===== src/rtl/uart_pkg.sv =====
// Shared UART definitions: FSM state encoding and helpers that derive bit timing
// and baud-counter width from the clock and line-rate parameters.
package uart_pkg;

  localparam logic [2:0] ST_IDLE   = 3'd0;
  localparam logic [2:0] ST_START  = 3'd1;
  localparam logic [2:0] ST_DATA   = 3'd2;
  localparam logic [2:0] ST_PARITY = 3'd3;
  localparam logic [2:0] ST_STOP   = 3'd4;

  function automatic int clks_per_bit(input int clk_hz, input int baud);
    return clk_hz / baud;
  endfunction

  // Never below 1 bit so the counter always has a legal declaration.
  function automatic int baud_cnt_width(input int cpb);
    return (cpb < 2) ? 1 : $clog2(cpb);
  endfunction

endpackage


===== src/rtl/uart_tx_serial_if.sv =====
// Byte handshake between the buffered TX stage (master) and the serializer (slave),
// plus the serial line and completion pulse.
interface uart_tx_serial_if;
  logic       txStart;
  logic [7:0] txData;
  logic       txBusy;
  logic       tx;
  logic       txDone;

  modport master (output txStart, output txData, input txBusy, input tx, input txDone);
  modport slave  (input txStart, input txData, output txBusy, output tx, output txDone);
endinterface


===== src/rtl/uart_baud_tick.sv =====
// Baud counter: counts 0..CLKS_PER_BIT-1 and wraps; tick is high during the last
// count so the consumer advances on the wrapping edge. clr holds it at zero.
module uart_baud_tick
  import uart_pkg::*;
#(
  parameter int CLKS_PER_BIT = 434
) (
  input  logic clk,
  input  logic rst,
  input  logic clr,
  output logic tick
);
  localparam int                 CNT_W = baud_cnt_width(CLKS_PER_BIT);
  localparam logic [CNT_W-1:0]   LAST  = CNT_W'(CLKS_PER_BIT - 1);

  logic [CNT_W-1:0] cnt_reg;

  always_ff @(posedge clk or negedge rst) begin
    if (!rst) begin
      cnt_reg <= '0;
    end else if (clr || cnt_reg == LAST) begin
      cnt_reg <= '0;
    end else begin
      cnt_reg <= cnt_reg + 1'b1;
    end
  end

  assign tick = !clr && (cnt_reg == LAST);
endmodule


===== src/rtl/uart_tx_serial.sv =====
// UART transmit serializer: start bit, 8 data bits LSB first, optional parity
// (compiled in with UART_TX_PARITY_EN), then STOP_BITS stop bits.
module uart_tx_serial
  import uart_pkg::*;
#(
  parameter int CLK_HZ     = 50_000_000,
  parameter int BAUD       = 115200,
  parameter int STOP_BITS  = 1,
  parameter int PARITY_ODD = 0
) (
  input  logic             clk,
  input  logic             rst,
  uart_tx_serial_if.slave  bus
);
  localparam int   CLKS_PER_BIT = clks_per_bit(CLK_HZ, BAUD);
  localparam logic STOP_LAST    = (STOP_BITS == 2);

  if (CLKS_PER_BIT < 2) begin : g_bad_cpb
    $error("uart_tx_serial: CLK_HZ/BAUD must be at least 2");
  end
  if (STOP_BITS != 1 && STOP_BITS != 2) begin : g_bad_stop
    $error("uart_tx_serial: STOP_BITS must be 1 or 2");
  end
  if (PARITY_ODD != 0 && PARITY_ODD != 1) begin : g_bad_parity
    $error("uart_tx_serial: PARITY_ODD must be 0 or 1");
  end

  logic [2:0] state_reg;
  logic [7:0] data_reg;
  logic [2:0] bit_idx_reg;
  logic       stop_cnt_reg;
  logic       tx_reg;
  logic       busy_reg;
  logic       done_reg;
  logic       baud_clr;
  logic       tick;

  // Counter is held cleared while idle so every frame starts on a fresh bit time.
  assign baud_clr = (state_reg == ST_IDLE);

  uart_baud_tick #(.CLKS_PER_BIT(CLKS_PER_BIT)) u_baud_tick (
    .clk  (clk),
    .rst  (rst),
    .clr  (baud_clr),
    .tick (tick)
  );

  always_ff @(posedge clk or negedge rst) begin
    if (!rst) begin
      state_reg    <= ST_IDLE;
      data_reg     <= '0;
      bit_idx_reg  <= '0;
      stop_cnt_reg <= 1'b0;
      tx_reg       <= 1'b1;
      busy_reg     <= 1'b0;
      done_reg     <= 1'b0;
    end else begin
      done_reg <= 1'b0;
      case (state_reg)
        ST_IDLE: begin
          tx_reg <= 1'b1;
          if (bus.txStart) begin
            data_reg    <= bus.txData;
            bit_idx_reg <= '0;
            busy_reg    <= 1'b1;
            tx_reg      <= 1'b0;
            state_reg   <= ST_START;
          end
        end
        ST_START: begin
          if (tick) begin
            tx_reg    <= data_reg[0];
            state_reg <= ST_DATA;
          end
        end
        ST_DATA: begin
          if (tick) begin
            if (bit_idx_reg == 3'd7) begin
`ifdef UART_TX_PARITY_EN
              tx_reg    <= (^data_reg) ^ 1'(PARITY_ODD);
              state_reg <= ST_PARITY;
`else
              tx_reg       <= 1'b1;
              stop_cnt_reg <= 1'b0;
              state_reg    <= ST_STOP;
`endif
            end else begin
              bit_idx_reg <= bit_idx_reg + 3'd1;
              tx_reg      <= data_reg[bit_idx_reg + 3'd1];
            end
          end
        end
`ifdef UART_TX_PARITY_EN
        ST_PARITY: begin
          if (tick) begin
            tx_reg       <= 1'b1;
            stop_cnt_reg <= 1'b0;
            state_reg    <= ST_STOP;
          end
        end
`endif
        ST_STOP: begin
          if (tick) begin
            if (stop_cnt_reg == STOP_LAST) begin
              busy_reg  <= 1'b0;
              done_reg  <= 1'b1;
              state_reg <= ST_IDLE;
            end else begin
              stop_cnt_reg <= 1'b1;
            end
          end
        end
        default: begin
          tx_reg    <= 1'b1;
          busy_reg  <= 1'b0;
          state_reg <= ST_IDLE;
        end
      endcase
    end
  end

  assign bus.tx     = tx_reg;
  assign bus.txBusy = busy_reg;
  assign bus.txDone = done_reg;
endmodule


===== src/flat_wrapper.sv =====
// flat-port wrapper written by rule: the top's interface ports become plain ports
module uart_tx_serial_flat import uart_pkg::*;
#(
  parameter int CLK_HZ     = 50_000_000,
  parameter int BAUD       = 115200,
  parameter int STOP_BITS  = 1,
  parameter int PARITY_ODD = 0
)
  (clk, rst, bus_txStart, bus_txData, bus_txBusy, bus_tx, bus_txDone);
  uart_tx_serial_if bus_i ();
  input  logic clk;
  input  logic rst;
  input wire logic [$bits(bus_i.txStart)-1:0] bus_txStart;
  input wire logic [$bits(bus_i.txData)-1:0] bus_txData;
  output wire logic [$bits(bus_i.txBusy)-1:0] bus_txBusy;
  output wire logic [$bits(bus_i.tx)-1:0] bus_tx;
  output wire logic [$bits(bus_i.txDone)-1:0] bus_txDone;
  assign bus_i.txStart = bus_txStart;
  assign bus_i.txData = bus_txData;
  assign bus_txBusy = bus_i.txBusy;
  assign bus_tx = bus_i.tx;
  assign bus_txDone = bus_i.txDone;
  uart_tx_serial #(.CLK_HZ(CLK_HZ), .BAUD(BAUD), .STOP_BITS(STOP_BITS), .PARITY_ODD(PARITY_ODD)) u_core (.clk(clk), .rst(rst), .bus(bus_i));
endmodule

===== config.mk =====
export PLATFORM = sky130hd
export DESIGN_NAME = uart_tx_serial_flat
export DESIGN_NICKNAME = d
export VERILOG_FILES = /design/src/rtl/uart_pkg.sv /design/src/rtl/uart_tx_serial_if.sv /design/src/rtl/uart_baud_tick.sv /design/src/rtl/uart_tx_serial.sv /design/src/flat_wrapper.sv
export SDC_FILE = /design/constraint.sdc
export NUM_CORES = 1
export LEC_CHECK = 0
export CELL_PAD_IN_SITES_DETAIL_PLACEMENT = 1
export CELL_PAD_IN_SITES_GLOBAL_PLACEMENT = 2
export CORE_ASPECT_RATIO = 0.6
export CORE_UTILIZATION = 30
export CTS_CLUSTER_DIAMETER = 100
export DETAILED_ROUTE_END_ITERATION = 8
export GPL_TIMING_DRIVEN = 0
export HOLD_SLACK_MARGIN = 0.03
export PLACE_DENSITY = 0.68
export SYNTH_ARGS = -nofsm -noshare
export SYNTH_HDL_FRONTEND = slang
export SYNTH_SLANG_ARGS = --single-unit

===== constraint.sdc =====
create_clock -name clk -period 4 [get_ports clk]
set_clock_uncertainty 0.2 [all_clocks]
set_input_delay 0.6 -clock clk [delete_from_list [all_inputs] [get_ports clk]]
set_output_delay 0.6 -clock clk [all_outputs]
set_load 0.01 [all_outputs]

==> results.py, run 1 <==
metrics = {
    "critical_path": {
        "max_stage_delay_ps": 540,
        "setup.worst_path.class": "reg -> out",
        "rr_endpoint": "u_core.bus.tx",
        "critPathMaxFanout": 2,
        "slowest_stage": "dfstp_2",
        "crit_buf_inv": 1,
        "cp_data_arrival_time_ps": 1340,
        "worstSetupStartpointType": "flop",
        "reg2reg_slack_ps": 2010,
        "crit_family": "flip-flops",
        "path_cells": "clkdlybuf4s50_1",
        "reg2reg_from": "u_core.bit_idx_reg[0]",
        "required_ps": 3200,
        "r2r_cells": 6,
        "end_kind": "primary output",
    },
    "clock_network": {
        "clk_latency_ps": 270,
        "clock-sinks": 26,
        "cts_resized": 0,
        "clockBufferDepth": 2,
        "cts_setup_buffers": 0,
        "cts_buffers": 3,
        "cts_tree": "yes",
        "htree_levels": 1,
        "clkTransAtPathRegs_ps": 90,
        "cts-root-buf": "clkbuf_8",
        "cts.hold.buffers_added": 0,
    },
    "global_route": {
        "grt_pass1_vias": 908,
        "grt_max_degree": 27,
        "grt_antenna_before_repair": 0,
        "grt_pass1_wl_um": 4530,
        "grt_usage_pct": 13.2,
        "globalRouteOverflowTotal": 0,
    },
    "run_status": {
        "status": "complete, no violations",
    },
    "sta": {
        "fmax_mhz": 467,
        "maxSlewViolCount": 0,
        "period_share_pct": 53.5,
        "hold_violations": 0,
        "rsz0062_at_grt": "false",
        "fin_setup_tns_ps": 0,
        "period_needed_ps": 2140,
        "setup_violations": 0,
        "slew_headroom_pct": 20.6,
        "tightest_slew_ps": 1190,
    },
    "hold_path": {
        "hp-start": "u_core.data_reg[2]",
        "hold_end": "u_core.data_reg[2]",
        "whs_path_depth": 1,
        "hold_class": "reg -> reg",
    },
    "pwr": {
        "powerDensity_nw_per_um2": 449,
        "power_uw": 721,
        "vdd_drop_max_mv": 0.195,
        "p_leak_uw": 0.000765,
    },
    "layout": {
        "nets": 150,
        "fin_util_pct": 38.5,
        "drive_above_1_share_pct": 17.2,
        "fin_cells": 194,
        "syn_to_final_growth_pct": 20.8,
        "largest_reg_flops": 9,
        "fill_cells": 461,
        "layout_commonest_cell": "dfrtp_1",
        "finish.instance_area_sq_um": 1610,
        "diodes": 0,
        "final_cell_mix": "dfrtp_1, nor2_1, clkdlybuf4s50_1",
    },
    "routing": {
        "remaining_drc_errors": 0,
        "avgRoutedWirePerCell_um": 14.5,
        "vias": 901,
        "antenna_left": 0,
        "routed_wl_um": 2810,
        "drt_first_pass_iters": 3,
        "drtIter0Drc": 16,
        "vias_per_cell": 4.64,
    },
    "logic_synthesis": {
        "yosys_warnings": 0,
        "yosysUniqueCellTypes": 34,
        "syn_nets": 132,
        "seq_area_frac_synth_pct": 49.1,
        "synth_cells": 117,
        "synthesis.area_sq_um": 1330,
        "ys_ff_latch": 26,
        "syn_avg_cell_area_sq_um": 11.4,
    },
    "placed_design": {
        "dp_hpwl_um": 2170,
        "dp.cells": 190,
        "gp_congestion": 0.705,
        "portBuffers": 13,
        "place_area_sq_um": 1530,
    },
    "floorplanning": {
        "die_area_sq_um": 4710,
        "core-area_sq_um": 4170,
        "die_h_um": 53.6,
        "pin_count": 14,
        "rows": 18,
        "start_util_pct": 31.9,
        "die_w_um": 87.9,
    },
    "run": {
        "cap_violations": 0,
    },
}
-- per-stage QoR --
stage | hold slack, ps | setup slack [ps]
2_1_floorplan | 104 | 2190
3_3_place_gp | 281 | 1750
3_5_place_dp | 288 | 1660
4_1_cts | 317 | 1840
5_1_grt | 322 | 1820
6_report | 312 | 1860
-- how the worst max path moves through the flow --
stage | startpoint | endpoint | slack, ps | cells past startpoint
detailed placement | rst | u_core.u_baud_tick.cnt_reg[3] | 1660 | 1
CTS | u_core.bus.tx | bus_tx | 1840 | 1
finish | u_core.bus.tx | bus_tx | 1860 | 1
floorplan | u_core.bit_idx_reg[0] | u_core.bus.tx | 2190 | 6
global route | u_core.bus.tx | bus_tx | 1820 | 1
global placement | rst | u_core.u_baud_tick.cnt_reg[3] | 1750 | 1
-- report_power, final --
part | switching, uW | internal, uW | total [uW]
sequential | 58.7 | 310 | 369
clock | 81.2 | 134 | 215
combinational | 61.0 | 76.7 | 138
total | 201 | 521 | 721
-- cells in the mapped netlist, drive strengths merged --
master | count | share of area (%)
a21o | 3 | 1.7
o2bb2ai | 1 | 0.66
a31oi | 1 | 0.47
mux4 | 2 | 3.7
nand3 | 5 | 1.9
nor2 | 15 | 4.2
or3 | 1 | 0.47
xor2 | 3 | 2.0
nor3 | 1 | 0.38
a41oi | 1 | 0.66
nor4b | 1 | 1.8
and4 | 1 | 0.66
buf | 4 | 1.9
and3 | 1 | 0.47
and2 | 1 | 0.66
nand4 | 2 | 0.94
nand2 | 11 | 3.1
a2111oi | 1 | 1.1
nor3b | 2 | 1.5
nand3b | 2 | 2.1
mux2i | 3 | 2.3
inv | 5 | 1.4
mux2 | 8 | 6.8
dfstp | 1 | 2.0
ha | 4 | 3.8
a22o | 1 | 0.66
xnor2 | 5 | 3.3
dfrtp | 25 | 47
o21bai | 1 | 0.57
a21oi | 5 | 1.9
-- final cells by class --
class	count	area, sq um	area share, %
well taps	60	75.1	4.68
multi-input cells	82	633	39.4
inverters	5	18.8	1.17
plain buffers	4	25.0	1.56
clock inverters	1	30.0	1.87
repair buffers	13	130	8.11
flip-flops and latches	26	652	40.6
clock buffers	3	41.3	2.57
-- per-layer routing --
layer | vias to the layer above | share of wire (%) | track usage, %
met1 | 445 | 55 | 19.7
li1 | 439 | - | -
met4 | 0 | 0.86 | 4.10
met5 | - | 0 | 0
met3 | 2 | 3.5 | 3.83
met2 | 15 | 40 | 18.2
-- cells by family (layout without fill, tap and decap cells) --
| family | after synthesis | in the layout | share of synthesized area (%) |
|---|---|---|---|
| muxes | 13 | 13 | 12.7 |
| AOI/OAI and AO/OA | 14 | 14 | 7.72 |
| buffers and inverters | 9 | 26 | 3.30 |
| DFF | 26 | 26 | 49.1 |
| and+or+nand+nor | 43 | 43 | 18.2 |
| xor gates and xnor gates | 8 | 8 | 5.27 |
| adders and majority gates | 4 | 4 | 3.77 |
Power figures use the tool's default switching activity.
==> inputs of run 2 (changes only) <==
==> constraint.sdc (replaced) <==
create_clock -name clk -period 2 [get_ports clk]
set_clock_uncertainty 0.2 [all_clocks]
set_input_delay 0.3 -clock clk [delete_from_list [all_inputs] [get_ports clk]]
set_output_delay 0.3 -clock clk [all_outputs]
set_load 0.01 [all_outputs]
==> run 2 against run 1 <==
  * Total power up 100%
  * Count of clock-buffer cells in the layout unchanged
  * First-iteration DRC count up 19%
  * Sequential share of layout area down 0.45 points
  * Hold slack about the same
  * Critical endpoint is now u_core.bus.tx
  * Sequential power up 100%
  * Utilization up 0.51 points
  * Design area up 1.3%
  * Global-route usage unchanged
  * Sequential cell count unchanged
  * Non-clock buffer count up 1
==> results.py, run 2 (synthesized netlist as in run 1, its figures left out) <==
metrics = {
    "clock_network": {
        "clk_latency_ps": 270,
        "cts_buffers": 3,
        "cts-root-buf": "clkbuf_8",
        "clkTransAtPathRegs_ps": 90,
        "clockBufferDepth": 2,
        "cts_tree": "yes",
        "htree_levels": 1,
        "clock-sinks": 26,
    },
    "critical_path": {
        "required_ps": 1990,
        "critPathMaxFanout": 4,
        "worstSetupStartpointType": "flop",
        "slowest_stage": "dfrtp_2",
        "end_kind": "flop",
        "r2r_cells": 6,
        "cp_data_arrival_time_ps": 1890,
        "reg2reg_from": "u_core.bit_idx_reg[0]",
        "setup.worst_path.class": "reg -> reg",
        "crit_buf_inv": 0,
        "crit_family": "adder cells",
        "rr_endpoint": "u_core.bus.tx",
        "max_stage_delay_ps": 440,
        "path_cells": "ha_1 > ha_4 > mux4_1 > a21o_1 > nand2_1 > a41oi_1",
        "reg2reg_slack_ps": 100,
    },
    "hold_path": {
        "whs_path_depth": 1,
        "hp-start": "u_core.data_reg[2]",
        "hold_end": "u_core.data_reg[2]",
        "hold_class": "reg -> reg",
    },
    "layout": {
        "fin_util_pct": 39.0,
        "multi_input_area_sq_um": 646,
        "finish.instance_area_sq_um": 1630,
        "diodes": 0,
        "seq_area_sq_um": 653,
        "syn_to_final_growth_pct": 22.4,
        "fill_cells": 460,
        "layout_commonest_cell": "dfrtp_1",
        "final_cell_mix": "dfrtp_1, nor2_1, clkdlybuf4s50_1",
        "nets": 151,
        "drive_above_1_share_pct": 19.3,
        "largest_reg_flops": 9,
    },
    "floorplanning": {
        "pin_count": 14,
        "die_w_um": 87.9,
        "core-area_sq_um": 4170,
        "die_area_sq_um": 4710,
        "rows": 18,
        "die_h_um": 53.6,
        "start_util_pct": 31.9,
    },
    "sta": {
        "maxSlewViolCount": 0,
        "hold_violations": 0,
        "period_needed_ps": 1900,
        "setup_violations": 0,
        "tightest_slew_ps": 1200,
        "period_share_pct": 94.9,
        "rsz0062_at_grt": "false",
        "fmax_mhz": 527,
        "slew_headroom_pct": 20.0,
    },
    "pwr": {
        "p_leak_uw": 0.000769,
        "power_uw": 1460,
        "vdd_drop_max_mv": 0.390,
        "powerDensity_nw_per_um2": 895,
    },
    "placed_design": {
        "dp_hpwl_um": 2170,
        "portBuffers": 13,
        "place_area_sq_um": 1530,
        "gp_congestion": 0.705,
    },
    "global_route": {
        "grt_pass1_wl_um": 4530,
        "grt_antenna_before_repair": 0,
        "globalRouteOverflowTotal": 0,
        "grt_pass1_vias": 908,
        "grt_usage_pct": 13.2,
        "grt_max_degree": 27,
    },
    "routing": {
        "antenna_left": 0,
        "avgRoutedWirePerCell_um": 14.4,
        "vias_per_cell": 4.62,
        "remaining_drc_errors": 0,
        "drtIter0Drc": 19,
        "routed_wl_um": 2810,
        "vias": 901,
        "drt_first_pass_iters": 3,
    },
    "run_status": {
        "status": "complete, no violations",
    },
    "run": {
        "cap_violations": 0,
    },
}
[run 2: power by group]
group | total, uW | leakage, uW | switching (uW) | internal (uW)
clock network | 430 | 0.0000357 | 163 | 268
registers | 737 | 0.000322 | 117 | 620
logic | 288 | 0.000411 | 125 | 162
total | 1460 | 0.000769 | 405 | 1050
[run 2: worst reg2reg max path, cell delays in order (launching register included)]
cell	delay (ps)
dfrtp_2	440
ha_1	240
ha_4	290
mux4_1	280
a21o_1	200
nand2_1	60
a41oi_1	120
[run 2: metrics by stage]
stage	hold slack (ps)	setup TNS, ps	std cells	setup WS (ps)
2_1_floorplan	-196	0	117	187
3_3_place_gp	281	0	190	2.74
3_5_place_dp	288	-843	190	-35.3
4_1_cts	317	0	194	4.88
5_1_grt	322	0	195	29.1
6_report	312	0	195	103
[run 2: how the worst max path moves through the flow]
stage / from / to / slack, ps / cells past startpoint
after detailed placement: rst / u_core.u_baud_tick.cnt_reg[3] / -40 / 1
after global placement: u_core.bit_idx_reg[0] / u_core.bus.tx / 3 / 6
final: u_core.bit_idx_reg[0] / u_core.bus.tx / 100 / 6
after CTS: u_core.bit_idx_reg[0] / u_core.bus.tx / 5 / 6
after global routing: u_core.bit_idx_reg[0] / u_core.bus.tx / 30 / 6
after floorplan: u_core.bit_idx_reg[0] / u_core.bus.tx / 190 / 6
[run 2: final cells by class]
type                    count  area share [%]
flip-flops and latches     26            40.2
inverters                   5            1.15
well taps                  60            4.62
multi-input cells          82            39.7
plain buffers               4            1.54
repair buffers             14            8.46
clock inverters             1            1.85
clock buffers               3            2.54
[run 2: layer usage]
metal / wire length [um] / vias to the layer above / GRT usage [%]
met5: 0 / - / 0
met4: 24 / 0 / 4.10
met3: 98 / 2 / 3.83
met2: 1130 / 15 / 18.2
met1: 1560 / 442 / 19.7
li1: - / 442 / -
[run 2: repair_timing]
action | CTS | global route
setup buffers | 0 | 1
gates cloned | 0 | 0
endpoints found under the setup margin | 1 | 1
hold buffers | 0 | 0
endpoints found under the hold margin | 0 | 0
resized for setup | 1 | 1
